**src/rtl/writeburst_avalon_responder_pkg.sv**
```systemverilog
// writeburst_avalon_responder_pkg: shared state encoding, dword type and burst-length clip.
package writeburst_avalon_responder_pkg;
    typedef enum logic [2:0] {
        IDLE  = 3'd0,
        BEAT0 = 3'd1,
        BEAT1 = 3'd2,
        DONE  = 3'd3,
        GUARD = 3'd4
    } state_t;

    typedef logic [31:0] dword_t;

    // A request of 3 dwords cannot fit a 56-bit payload; it is issued as 2 beats.
    function automatic logic [1:0] clip_burst(input logic [1:0] len);
        return (len == 2'd1) ? 2'd1 : 2'd2;
    endfunction
endpackage

```
**src/rtl/writeburst_lane_align.sv**
```systemverilog
// writeburst_lane_align: place 56-bit request data onto byte lanes starting at the address offset.
//   offset : address[1:0], lane of payload byte 0
//   data   : 56-bit payload, byte 0 least significant
//   dw0/dw1: first and second dword of the aligned 64-bit window
module writeburst_lane_align
    import writeburst_avalon_responder_pkg::*;
(
    input  logic [1:0]  offset,
    input  logic [55:0] data,
    output dword_t      dw0,
    output dword_t      dw1
);
    logic [63:0] wide;

    // Bytes shifted past lane 7 are dropped; at most 7 payload bytes exist.
    assign wide = {8'h00, data} << {offset, 3'b000};
    assign dw0  = wide[31:0];
    assign dw1  = wide[63:32];
endmodule

```
**src/rtl/writeburst_avalon_responder.sv**
```systemverilog
// writeburst_avalon_responder: issue one writeburst request as a 1- or 2-beat Avalon-MM write burst.
//   clk, rst_n            : clock, asynchronous active-low reset
//   writeburst_*          : link request (do held until done) and one-cycle done pulse
//   avm_*                 : registered Avalon-MM master write port, avm_waitrequest stalls
module writeburst_avalon_responder
    import writeburst_avalon_responder_pkg::*;
#(
    parameter int GUARD_CYCLES = 1
) (
    input  logic        clk,
    input  logic        rst_n,
    input  logic        writeburst_do,
    output logic        writeburst_done,
    input  logic [31:0] writeburst_address,
    input  logic [1:0]  writeburst_dword_length,
    input  logic [3:0]  writeburst_byteenable_0,
    input  logic [3:0]  writeburst_byteenable_1,
    input  logic [55:0] writeburst_data,
    output logic [29:0] avm_address,
    output logic        avm_write,
    output logic [31:0] avm_writedata,
    output logic [3:0]  avm_byteenable,
    output logic [1:0]  avm_burstcount,
    input  logic        avm_waitrequest
);
    state_t     state;
    logic [1:0] guard_cnt;
    dword_t     dw0;
    dword_t     dw1;
    dword_t     dw1_q;
    logic [3:0] be1_q;
    logic       accept;

    writeburst_lane_align u_align (
        .offset(writeburst_address[1:0]),
        .data  (writeburst_data),
        .dw0   (dw0),
        .dw1   (dw1)
    );

    assign accept = avm_write & ~avm_waitrequest;

    always_ff @(posedge clk or negedge rst_n) begin
        if (!rst_n) begin
            state           <= IDLE;
            guard_cnt       <= 2'd0;
            dw1_q           <= '0;
            be1_q           <= 4'h0;
            writeburst_done <= 1'b0;
            avm_address     <= 30'd0;
            avm_write       <= 1'b0;
            avm_writedata   <= 32'd0;
            avm_byteenable  <= 4'h0;
            avm_burstcount  <= 2'd0;
        end else begin
            writeburst_done <= 1'b0;
            case (state)
                IDLE: if (writeburst_do) begin
                    dw1_q <= dw1;
                    be1_q <= writeburst_byteenable_1;
                    if (writeburst_dword_length == 2'd0) begin
                        state           <= DONE;
                        writeburst_done <= 1'b1;
                    end else begin
                        state          <= BEAT0;
                        avm_write      <= 1'b1;
                        avm_address    <= writeburst_address[31:2];
                        avm_writedata  <= dw0;
                        avm_byteenable <= writeburst_byteenable_0;
                        avm_burstcount <= clip_burst(writeburst_dword_length);
                    end
                end
                BEAT0, BEAT1: if (accept) begin
                    if (state == BEAT0 && avm_burstcount == 2'd2) begin
                        // Second beat keeps address and burstcount of the burst.
                        state          <= BEAT1;
                        avm_writedata  <= dw1_q;
                        avm_byteenable <= be1_q;
                    end else begin
                        state           <= DONE;
                        writeburst_done <= 1'b1;
                        avm_address     <= 30'd0;
                        avm_write       <= 1'b0;
                        avm_writedata   <= 32'd0;
                        avm_byteenable  <= 4'h0;
                        avm_burstcount  <= 2'd0;
                    end
                end
                DONE: begin
                    state     <= GUARD;
                    guard_cnt <= 2'd0;
                end
                GUARD: begin
                    // Swallows the link's do, which lingers one cycle past done.
                    if (guard_cnt == 2'(GUARD_CYCLES - 1)) state <= IDLE;
                    else guard_cnt <= guard_cnt + 2'd1;
                end
                default: state <= IDLE;
            endcase
        end
    end
endmodule

```
**config.mk**
```make
export PLATFORM = sky130hd
export DESIGN_NAME = writeburst_avalon_responder
export DESIGN_NICKNAME = d
export VERILOG_FILES = /design/src/rtl/writeburst_avalon_responder_pkg.sv /design/src/rtl/writeburst_lane_align.sv /design/src/rtl/writeburst_avalon_responder.sv
export SDC_FILE = /design/constraint.sdc
export NUM_CORES = 1
export LEC_CHECK = 0
export CAP_MARGIN = 20
export CORE_MARGIN = 1
export CORE_UTILIZATION = 30
export CTS_CLUSTER_SIZE = 16
export DETAILED_ROUTE_END_ITERATION = 10
export SYNTH_ARGS = -nofsm -noshare
export SYNTH_HDL_FRONTEND = slang
export SYNTH_SLANG_ARGS = --single-unit
```
**constraint.sdc**
```tcl
create_clock -name clk -period 5.6 [get_ports clk]
set_input_delay 1.68 -clock clk [delete_from_list [all_inputs] [get_ports clk]]
set_output_delay 1.68 -clock clk [all_outputs]
set_load 0.01 [all_outputs]
```
; Word level (Yosys, flattened, before mapping)
; Index checks and enable logic that the tools add are counted.
[word_totals]
elab_cells = 77
ff_bits = 111
input_bits = 102
[classes]
n_shift = 1
add_sub_neg = 1
n_reduce_logical = 12
n_eq_ne = 12
muxes = 39
n_bitwise = 2
[ops]
columns = cell, count
row1 = 32-bit 2-to-1 mux, 4
row2 = 30-bit 2-to-1 mux, 4
row3 = 32-bit case mux with 2 select lines, 1
row4 = 56-bit by 5-bit left shift with 64-bit output, 1
row5 = 30-bit case mux with 2 select lines, 1
row6 = 4-bit 2-to-1 mux, 4
row7 = 2-bit 2-to-1 mux, 7
row8 = "2-bit != test, second input constant", 6
row9 = 3-bit case mux with 4 select lines, 1
row10 = 1-bit 2-to-1 mux, 9
row11 = 3-bit 2-to-1 mux, 3
row12 = 2-bit case mux with 2 select lines, 2
row13 = 4-bit case mux with 2 select lines, 1
row14 = "3-bit by 2-bit == test with 1-bit output, second input constant", 2
row15 = 5-bit AND reduction, 1
row16 = 2-bit logical NOT, 2
row17 = 1-bit case mux with 2 select lines, 2
row18 = 2-bit AND reduction, 2
row19 = 4-bit AND reduction, 1
row20 = 2-bit nonzero test, 2
row21 = "3-bit by 1-bit == test with 1-bit output, second input constant", 1
row22 = "3-bit == test, second input constant", 1
row23 = 3-bit logical NOT, 1
row24 = 3-bit AND reduction, 1
row25 = other kinds (7), 7

; Longest topological paths before layout
[depth]
ltp_word = 5
ltp_mapped = 7

; Modules after synthesis
; A second synthesis with hierarchy kept.
[unflattened]
hier_cells = 504
hier_area_um2 = 6069.6
[by_module_without_submodules]
columns = module, cells_per_inst, area_each_um2, instances
row1 = writeburst_avalon_responder, 374, 4911.0, 1
row2 = writeburst_lane_align, 130, 1158.6, 1

; Worst setup path before layout
; No wires, ideal clock.
[synth_path]
path_type = input to register
startpoint = input avm_waitrequest
endpoint = register avm_byteenable[3]
setup_time_ps = 125
path_stages = 5
arrival_time_ps = 2949
setup_slack_ps = 2526
required_time_ps = 5475
n_path_buf = 1
path_cell_list = and2b_1 > a21bo_1 > a21oi_4 > buf_12 > mux2_4
[synth_between]
elab_chain_cells = 4
[synth_rtl]
columns = item, line
row1 = "start, declared", writeburst_avalon_responder.sv:24  ; input logic avm_waitrequest
row2 = 1-bit inverter, writeburst_avalon_responder.sv:41  ; assign accept = avm_write & ~avm_waitrequest;
row3 = 1-bit AND, writeburst_avalon_responder.sv:41
row4 = 2-bit != test (no source line), n/a
row5 = 4-bit AND reduction (no source line), n/a
row6 = "end signal, assigned", writeburst_avalon_responder.sv:69  ; avm_byteenable <= writeburst_byteenable_0;
row7 = "end signal, assigned", writeburst_avalon_responder.sv:78  ; avm_byteenable <= be1_q;
row8 = "end, declared", writeburst_avalon_responder.sv:22  ; output logic [3:0] avm_byteenable,
; No other way between the ends.
; A chain may end at the register's enable or synchronous reset.

; Worst setup path after layout
[layout_path]
startpoint = input writeburst_do
endpoint = register avm_byteenable[2]
[layout_between]
elab_chain_cells = 2
[layout_rtl]
columns = item, line
row1 = "start, declared", writeburst_avalon_responder.sv:12  ; input logic writeburst_do,
row2 = 2-bit != test (no source line), n/a
row3 = 4-bit AND reduction (no source line), n/a
; No other way between the ends.

==> impl_metrics.csv <==
group,metric,value,unit
clocking,clockBufferDepth,2,
layout,layout.nets,806,
synth,synth.distinct_cells,40,
synth,synth_edf_count,0,
clocking,cts_resized,0,
sta,setup_viol,0,
synth,synth_compound_area_frac,0.165,
critical_path,path_class,"input port to register",
synth,synth_fa_ha_area_frac,0.00211,
placed_design,placedCellCount,956,
global_route,grt_use_total,0.172,
sta,worst_pin_slew,1030,ps
synth,ys_seq_area_frac,0.468,
clocking,postCtsSetupRepairBufs,0,
layout,drive_above_1_share,0.160,
layout,fin_util,0.419,
routing,route.detailed.drc,0,
min_path,worstHoldStart,"dw1_q[21]",
synth,synthXorXnorAreaFrac,0.00274,
placed_design,hpwl,12500,um
power_and_ir_drop,power_density,473,nW/um^2
sta,slew_viol_final,0,
global_route,grt_pass1_wl,26600,um
synth,synth_nets,658,
job,drv_cap,0,
clocking,cts_tree,"done",
critical_path,critPathArrivalTime,3870,ps
routing,first_iter_violations,317,
sta,fin_crit_sh,0.649,
layout,nFillCells,1903,
outcome,status,"finished clean",
synth,synth_flop_cell,"dfrtp_1",
global_route,grt_max_degree,61,
power_and_ir_drop,max-vdd-ir-drop,215,uV
sta,relSlewSlack,0.311,
routing,wire_per_inst,17.6,um
layout,mostFrequentLayoutCells,"clkdlybuf4s50_1 (168), dfrtp_1 (111), o21ai_0 (61)",
layout,final-instance-count-excl-fill,973,
floorplan,die_x,143,um
global_route,grt_overflow,0,
critical_path,critPathCaptureType,"register",
placed_design,gp_congestion,0.818,
sta,setup_ws,1970,ps
synth,synth_warnings,0,
routing,wirelength,17100,um
min_path,min_to,"dw1_q[21]",
sta,rsz0062_at_grt,"false",
synth,synthMuxAreaShare,0.209,
clocking,cts.sinks,111,
layout,diodes,0,
synth,synth_area,5940,sq um
floorplan,pin_count,172,
critical_path,cp.required,5840,ps
clocking,htreeDepth,3,
power_and_ir_drop,p_leak,3.45,nW
floorplan,die_area,20400,sq um
global_route,antenna_found_initial,2,
routing,first_pass_iters,6,
critical_path,r2r_slack,3210,ps
clocking,cts_made_buffers,9,
layout,syn_to_final_growth,36.8,%
power_and_ir_drop,power,3.84,mW
clocking,clkLatencyLatePin,350,ps
sta,fmax,0.275,GHz
routing,vias_per_cell,4.87,
critical_path,r2r-end,"avm_byteenable[2]",
placed_design,place_area,7800,sq um
floorplan,rows,51,
sta,setup_tns,0,ps
layout,fin_area,8120,sq um
placed_design,dp_slack,1590,ps
synth,syn_inst,555,
routing,ant_nets,0,
synth,synth-seq-cells,111,
global_route,grt_pass1_vias,4836,
synth,yosys.area_share.simple,0.0856,
synth,async_flop_share,1.00,
floorplan,die_height,143,um
critical_path,startpoint_type,"input port",
layout,final_common_cell,"clkdlybuf4s50_1",
routing,vias,4741,
clocking,root_buffer,"clkbuf_16",
clocking,clk_pin_slew,70,ps
synth,synth_top_family_by_area,"multiplexers",
synth,syn_area_per_cell,10.7,sq um
min_path,holdPathStages,2,
floorplan,start_util,0.306,
placed_design,numPortBuffers,171,
sta,hold_viol,0,
sta,holdWs,481,ps
clocking,ctsHoldBuffers,0,
min_path,worst_hold_path_type,"register to register",
sta,fin_skew,8.51,ps
critical_path,rr_worst_depth,5,
critical_path,r2r-start,"state[0]",
critical_path,crit_fanout,36,
sta,min_period,3630,ps
critical_path,crit_path_start,"writeburst_do",
floorplan,core_area,19400,sq um
## cell type report
class	instances	area, sq um	share of cell area
flip-flops and latches	111	2780	0.342
well taps	265	332	0.0408
multi-input cells	362	2780	0.342
clock inverters	6	65.1	0.00801
inverters	37	139	0.0171
clock buffers	10	239	0.0294
repair buffers	182	1790	0.221
## cells in the mapped netlist, types with 7 or more instances
library cell,n,area [sq um]
dfrtp_1,111,2780
o21ai_0,61,305
nand2_1,45,169
mux2_2,42,473
inv_1,36,135
mux2i_1,32,320
nand3_1,32,160
mux2_4,30,450
a22o_1,20,175
nor2_1,18,67.6
buf_2,17,85.1
clkbuf_1,17,63.8
o2bb2ai_1,16,140
a21oi_1,12,60.1
o21ai_1,10,50.1
a32o_1,8,80.1
a22oi_1,7,52.6
## worst max-delay path by stage
stage | cells after the start | slack [ps] | to
4_1_cts | 6 | 1970 | avm_byteenable[2]
5_1_grt | 6 | 1860 | avm_burstcount[0]
6_report | 6 | 1970 | avm_byteenable[2]
2_1_floorplan | 5 | 2530 | avm_byteenable[3]
3_5_place_dp | 6 | 1590 | avm_byteenable[2]
3_3_place_gp | 6 | 1650 | avm_writedata[1]
## flip-flops by register name, indices dropped and copies added, names as in the netlist
| signal | cells |
|---|---|
| avm_address | 30 |
| avm_burstcount | 2 |
| avm_byteenable | 4 |
| avm_write | 1 |
| avm_writedata | 32 |
| be1_q | 4 |
| dw1_q | 32 |
| guard_cnt | 2 |
| state | 3 |
| writeburst_done | 1 |
## critical path, cell delays in order
cell and delay, ps:
clkdlybuf4s50_1 550, nand2b_1 140, or3_4 370, a21oi_4 120, buf_4 560, mux2_2 410
## kinds of logic after synthesis
family / after synthesis
AO/OA/AOI/OAI: 146
flip-flops: 111
AND/OR/NAND/NOR: 110
multiplexers: 104
buffers and inverters: 82
XOR/XNOR: 1
adder cells (fa/ha/maj): 1
## layer usage
layer | track usage | wire [um]
met1 | 0.236 | 8160
met2 | 0.272 | 7700
met3 | 0.0366 | 1040
met4 | 0.0464 | 187
met5 | 0 | 27
## power by group
| part | leakage [nW] | internal (mW) | switching (mW) |
|---|---|---|---|
| Combinational | 1.86 | 0.936 | 0.861 |
| Sequential | 1.44 | 1.15 | 0.230 |
| Clock | 0.149 | 0.362 | 0.307 |
| Total | 3.45 | 2.44 | 1.40 |
No activity file was read; power rests on OpenSTA's default activity.
